File: src/rtl/reg7_deserializer.sv
// Framed LSB-first serial receiver assembling WIDTH-bit words into a valid/ready holding register.
// Optional even-parity bit between data and stop is built when REG7_PARITY_EN is defined.
module reg7_deserializer #(
    parameter int WIDTH = 7
) (
    input  logic             clk,
    input  logic             reset,
    input  logic             bit_en,
    input  logic             sdi,
    input  logic             word_ready,
    output logic [WIDTH-1:0] word_out,
    output logic             word_valid,
    output logic             busy,
    output logic             framing_err,
    output logic             parity_err,
    output logic             overrun
);

    localparam int CW = $clog2(WIDTH);

    typedef enum logic [1:0] {
        IDLE,
        DATA,
`ifdef REG7_PARITY_EN
        PARITY,
`endif
        STOP
    } state_t;

    state_t           state, state_nx;
    logic [CW-1:0]    cnt, cnt_nx;
    logic [WIDTH-1:0] shreg, shreg_nx;
    logic [WIDTH-1:0] word_nx;
    logic             valid_nx;
    logic             ferr_nx, ovr_nx;
    logic             good;
`ifdef REG7_PARITY_EN
    logic             par_bit, par_nx;
    logic             perr_nx;
`endif

    always_ff @(posedge clk or posedge reset) begin
        if (reset) begin
            state       <= IDLE;
            cnt         <= '0;
            shreg       <= '0;
            word_out    <= '0;
            word_valid  <= 1'b0;
            busy        <= 1'b0;
            framing_err <= 1'b0;
            overrun     <= 1'b0;
        end else begin
            state       <= state_nx;
            cnt         <= cnt_nx;
            shreg       <= shreg_nx;
            word_out    <= word_nx;
            word_valid  <= valid_nx;
            busy        <= (state_nx != IDLE);
            framing_err <= ferr_nx;
            overrun     <= ovr_nx;
        end
    end

`ifdef REG7_PARITY_EN
    always_ff @(posedge clk or posedge reset) begin
        if (reset) begin
            par_bit    <= 1'b0;
            parity_err <= 1'b0;
        end else begin
            par_bit    <= par_nx;
            parity_err <= perr_nx;
        end
    end
`else
    assign parity_err = 1'b0;
`endif

    always_comb begin
        state_nx = state;
        cnt_nx   = cnt;
        shreg_nx = shreg;
        word_nx  = word_out;
        valid_nx = word_valid;
        ferr_nx  = 1'b0;
        ovr_nx   = 1'b0;
        good     = 1'b0;
`ifdef REG7_PARITY_EN
        par_nx   = par_bit;
        perr_nx  = 1'b0;
`endif

        if (word_valid && word_ready)
            valid_nx = 1'b0;

        if (bit_en) begin
            case (state)
                IDLE: begin
                    if (!sdi) begin
                        state_nx = DATA;
                        cnt_nx   = '0;
                    end
                end
                DATA: begin
                    shreg_nx = {sdi, shreg[WIDTH-1:1]};
                    if (cnt == CW'(WIDTH-1)) begin
                        cnt_nx = '0;
`ifdef REG7_PARITY_EN
                        state_nx = PARITY;
`else
                        state_nx = STOP;
`endif
                    end else begin
                        cnt_nx = cnt + CW'(1);
                    end
                end
`ifdef REG7_PARITY_EN
                PARITY: begin
                    par_nx   = sdi;
                    state_nx = STOP;
                end
`endif
                STOP: begin
                    state_nx = IDLE;
                    if (!sdi)
                        ferr_nx = 1'b1;
`ifdef REG7_PARITY_EN
                    else if ((^shreg) ^ par_bit)
                        perr_nx = 1'b1;
`endif
                    else
                        good = 1'b1;
                end
                default: state_nx = IDLE;
            endcase
        end

        // A same-edge acceptance frees the holding register for the new word.
        if (good) begin
            if (!word_valid || word_ready) begin
                word_nx  = shreg;
                valid_nx = 1'b1;
            end else begin
                ovr_nx = 1'b1;
            end
        end
    end

endmodule
File: config.mk
export PLATFORM = sky130hd
export DESIGN_NAME = reg7_deserializer
export DESIGN_NICKNAME = d
export VERILOG_FILES = /design/src/rtl/reg7_deserializer.sv
export SDC_FILE = /design/constraint.sdc
export NUM_CORES = 1
export LEC_CHECK = 0
export CAP_MARGIN = 10
export CELL_PAD_IN_SITES_DETAIL_PLACEMENT = 0
export CELL_PAD_IN_SITES_GLOBAL_PLACEMENT = 2
export CORE_MARGIN = 2
export CORE_UTILIZATION = 36
export CTS_BUF_LIST = sky130_fd_sc_hd__clkbuf_4 sky130_fd_sc_hd__clkbuf_8
export DETAILED_ROUTE_END_ITERATION = 8
export GPL_TIMING_DRIVEN = 0
export PLACE_DENSITY_LB_ADDON = 0.12
export RECOVER_POWER = 100
export SYNTH_ARGS = -nofsm -noshare
export SYNTH_HDL_FRONTEND = slang
export SYNTH_SLANG_ARGS = --single-unit
File: constraint.sdc
create_clock -name clk -period 2 [get_ports clk]
set_clock_uncertainty 0.15 [all_clocks]
set_input_delay 0.4 -clock clk [delete_from_list [all_inputs] [get_ports clk]]
set_output_delay 0.4 -clock clk [all_outputs]
set_load 0.005 [all_outputs]
# Word-level counts from Yosys, hierarchy flattened
# Index checks and enable logic that the tools add are counted.
[totals] reg_bits=23 inputBits=5 out_inout_bits=12 wordCells=40
[op_classes] addsub=1 eq_ne=4 n_mux=18 reduce_logical=9
[op_table] operator="$mux 1" count=11
[op_table] operator="$mux 2" count=3
[op_table] operator="$mux 3" count=2
[op_table] operator="$pmux 3 s2" count=1
[op_table] operator="$pmux 2 s2" count=1
[op_table] operator="$reduce_and 2->1" count=2
[op_table] operator="$reduce_bool 2->1" count=2
[op_table] operator="$add 3x1->3 const B" count=1
[op_table] operator="$eq 3x3->1 const B" count=1
[op_table] operator="$reduce_and 3->1" count=1
[op_table] operator="$eq 2x1->1 const B" count=1
[op_table] operator="$eq 2x2->1 const B" count=1
[op_table] operator="$logic_not 2->1" count=1
[op_table] operator="$ne 2x2->1 const B" count=1
[op_table] operator="$logic_and 1x1->1" count=1
[op_table] operator="$logic_not 1->1" count=1
[op_table] operator="$logic_or 1x1->1" count=1

# Longest topological paths before layout
[depth] ltp_word=5 depth_mapped=4 depth_no_buf=3

# Worst setup path before layout
# No wires, ideal clock.
[synth_timing] kind="register -> register" startpoint="register state[0]" endpoint="register word_out[0]" setup_time_ns=0.125 arrival_time_ns=1.197 required_time_ns=1.725 path_slack_ns=0.528 path_stages_with_launch=5 path_buffers=1 period_less_slack_ns=1.472 cell_sequence="dfrtp_1 > nand4b_1 > nor2b_2 > buf_6 > mux2_4"
[synth_between] elab_chain_cells=4
[synth_rtl] element="start, declared" line="30" text="state_t state, state_nx;"
[synth_rtl] element="start signal, assigned" line="53" text="state <= state_nx;"
[synth_rtl] element="$eq 2x2->1" line="96" text="case (state)"
[synth_rtl] element="$mux 1" line="96"
[synth_rtl] element="$mux 1" line="95" text="if (bit_en) begin"
[synth_rtl] element="$reduce_and 2->1 (no line)"
[synth_rtl] element="end signal, assigned" line="56" text="word_out <= word_nx;"
[synth_rtl] element="end, declared" line="11" text="output logic [WIDTH-1:0] word_out,"
# No other way between the ends.
# A chain may end at the register's enable or synchronous reset.

# Worst setup path after layout
[layout_timing] startpoint="register word_out[1]" endpoint="output port word_out[1]"
# No word-level cell between the ends.

==> key figures <==
Floorplan
  • IO Pins: 17
  • Core ar.: 2500 µm²
  • Die Y: 55.7 µm
  • Die Area: 3100 µm²
  • Starting Density: 38.4%
  • Die Span X: 55.7 µm
  • Num rows: 18

Timing
  • RSZ-0062 raised after global routing: no
  • Fmax: 546 MHz
  • Final worst-path cycle share: 91.5%
  • Final WS setup: 0.170 ns
  • Final Hold Vio Count: 0
  • Slew HR: 42.4%
  • Max Slew Vio Count: 0
  • Min Clock Period, post-route: 1.83 ns
  • Worst-margin pin slew: 0.863 ns
  • Setup violators final: 0

Power
  • Power share of the sequential group: 58.6%
  • VDD IR-drop max: 630 µV
  • Leak: 0.582 nW
  • Pwr Density: 1020 nW/µm²
  • Internal Power: 841 µW
  • Switching share of power: 28.5%
  • Net switching power: 336 µW
  • Clock share of power: 18.3%
  • Comb power frac: 23.1%

Synth
  • Top-area cell type share of the netlist area: 59.9%
  • Post-Synth Adder-Cell Area: 0%
  • Sequential area share after synthesis: 59.9%
  • Simple-gate area share of the yosys netlist: 9.64%
  • Post-synthesis mux area share: 18.0%
  • Yosys warns: 0
  • Post-synthesis register bit count: 23
  • Yosys top cell by area: dfrtp_1
  • XOR/XNOR Fraction of Synth Area: 0%
  • Syn_nets: 76
  • Avg Inst Size Synth: 13.5 µm²
  • Mapped Cells: 71
  • Synth area leaders: dfrtp_1 60%, mux2_4 11%, mux2_2 7.0%
  • Distinct cell type count after synthesis: 27
  • Mapped cell area: 961 µm²
  • Largest family of logic cells by synthesized area: multiplexers
  • Compound-Gate Fraction of Synth Area: 7.68%

GRT
  • Vias in the first global route: 537
  • Largest net degree at the start of global routing: 24
  • Aggregate global-route resource usage: 10.2%
  • Global-route wire length before repair: 2.42 mm
  • Initial antenna violation count: 0
  • Grt ovf: 0

Layout
  • Ant diodes: 0
  • Final Cell Area: 1150 µm²
  • Final Util: 46.2%
  • Layout cells sized above 1: 17.8%
  • Layout area overhead: 20.2%
  • Total Nets Final: 96

Drt
  • Antenna-violating nets left: 0
  • Final WL: 1.45 mm
  • Drt pass-1 iters: 2
  • Via/cell ratio: 4.78
  • WL/cell: 12.1 µm
  • Vias: 573
  • Initial DRC count: 2
  • DR DRC count: 0

Place
  • PortBufs: 15
  • Place WS: -0.0797 ns
  • Placed cell area: 1150 µm²
  • Final RePlAce weighted congestion: 0.717
  • Final HPWL DP: 1.02 mm

Clocking
  • Clock latency on the worst-skew pair: 0.31 ns
  • Clock slew seen by the registers of the worst setup and hold paths: 0.13 ns
  • CTS tree: done
  • Post-CTS resize count: 0
  • H-tree levels: 1
  • # clock sinks: 23
  • Post-CTS Hold Buffers: 0
  • Clk buf depth: 2
  • Post-CTS Setup Inserts: 0
  • CTS buffer count: 3
  • Root buffer cell: clkbuf_4

Hold path
  • Class of the worst hold path: register to register

Setup path
  • Worst Path Max Fanout: 2
  • CP Class: register to output port
  • Worst EP required: 1.45 ns
  • Crit path cell chain: dlygate4sd3_1
  • CP arrival: 1.28 ns
  • CP Buf/Inv Count: 1
  • FF-to-FF setup slack: 0.40 ns
  • Crit path largest cell delay: 0.57 ns
  • Top delay family on crit path: buffers and inverters
  • Crit end category: output port
  • Slowest cell on the critical path: dlygate4sd3_1
  • CP startpoint kind: register

Run
  • Max cap viols: 0

Status
  • Status: finished clean
==> flip-flops by register name (all words and copies together) (netlist names) <==
signal       flops
overrun          1
shreg            7
state            2
framing_err      1
busy             1
word_out         7
word_valid       1
cnt              3
==> Yosys cell counts <==
master	count
a21bo_2	1
o31a_1	1
nand2_1	3
dfrtp_1	23
o21ai_1	1
nor2_1	1
nor2b_2	1
a21oi_1	2
o21ai_0	3
nand2b_1	2
buf_4	1
and2b_1	1
nor3b_1	1
and4_1	1
buf_2	1
buf_6	1
mux2_4	7
conb_1	1
inv_1	5
mux2_2	6
nor4_1	1
a32o_1	1
nand3b_1	1
nand4b_1	1
a211o_1	1
nor3_1	2
o22ai_1	1
==> routing by layer <==
layer	global-route usage, %	up-vias	routed length [µm]
met4	3.14	0	15
met5	0	-	0
met3	4.88	2	87
met2	15.1	17	629
met1	13.1	266	718
li1	-	288	-
==> metrics by stage <==
step	setup TNS [ns]	cells	power (mW)	hold slack, ns
finish	0	120	1.18	0.354
global placement	-0.453	116	1.01	0.334
CTS	0	120	1.24	0.376
floorplan	0	71	0.891	0.252
global route	0	120	1.27	0.384
detailed placement	-0.552	116	1.01	0.345
==> power groups by stage <==
| stage | combinational (mW) | sequential (mW) | clock (mW) |
|---|---|---|---|
| after CTS | 0.306 | 0.697 | 0.233 |
| after floorplan | 0.206 | 0.685 | 0 |
| after global placement | 0.301 | 0.705 | 0 |
| after global routing | 0.306 | 0.713 | 0.248 |
| final | 0.272 | 0.690 | 0.215 |
| after detailed placement | 0.306 | 0.706 | 0 |
==> area by class of cell <==
type / count / area, µm²
well taps: 30 / 37.5
repair buffers: 15 / 150
fillers: 226 / 1350
multi-input cells: 40 / 322
inverters: 5 / 18.8
clock inverters: 1 / 5.00
flip-flops and latches: 23 / 576
clock buffers: 3 / 22.5
plain buffers: 3 / 23.8
==> cell usage in the layout, fill, tap and decap left out, types with 2 or more instances in the layout <==
cell,count
dfrtp_1,23
inv_1,5
mux2_1,5
nand2b_1,2
nor3_1,2
nand2_1,3
o21ai_0,4
mux2_2,6
a21oi_1,2
clkbuf_4,3
dlygate4sd3_1,14
mux2_4,2
==> final timing paths <==
path / start / cells after the start / end
setup / recovery: word_out[1]$_DFFE_PP0P_ / 1 / word_out[1]
hold / removal: word_out[6]$_DFFE_PP0P_ / 1 / word_out[6]$_DFFE_PP0P_
setup reg to reg: state[0]$_DFF_PP0_ / 4 / word_out[0]$_DFFE_PP0P_
hold reg to reg: word_out[6]$_DFFE_PP0P_ / 1 / word_out[6]$_DFFE_PP0P_
max in group asynchronous: reset / 2 / cnt[2]$_DFFE_PP0P_
min in group asynchronous: reset / 2 / shreg[0]$_DFFE_PP0P_
==> logic make-up (layout without fill, tap and decap cells) <==
| logic type | after synthesis | after routing |
|---|---|---|
| buf+inv | 8 | 27 |
| compound gates | 11 | 11 |
| other cells | 1 | 1 |
| mux | 13 | 13 |
| simple gates | 15 | 15 |
| flops | 23 | 23 |
Note: power is estimated with default switching activity, not from simulation.
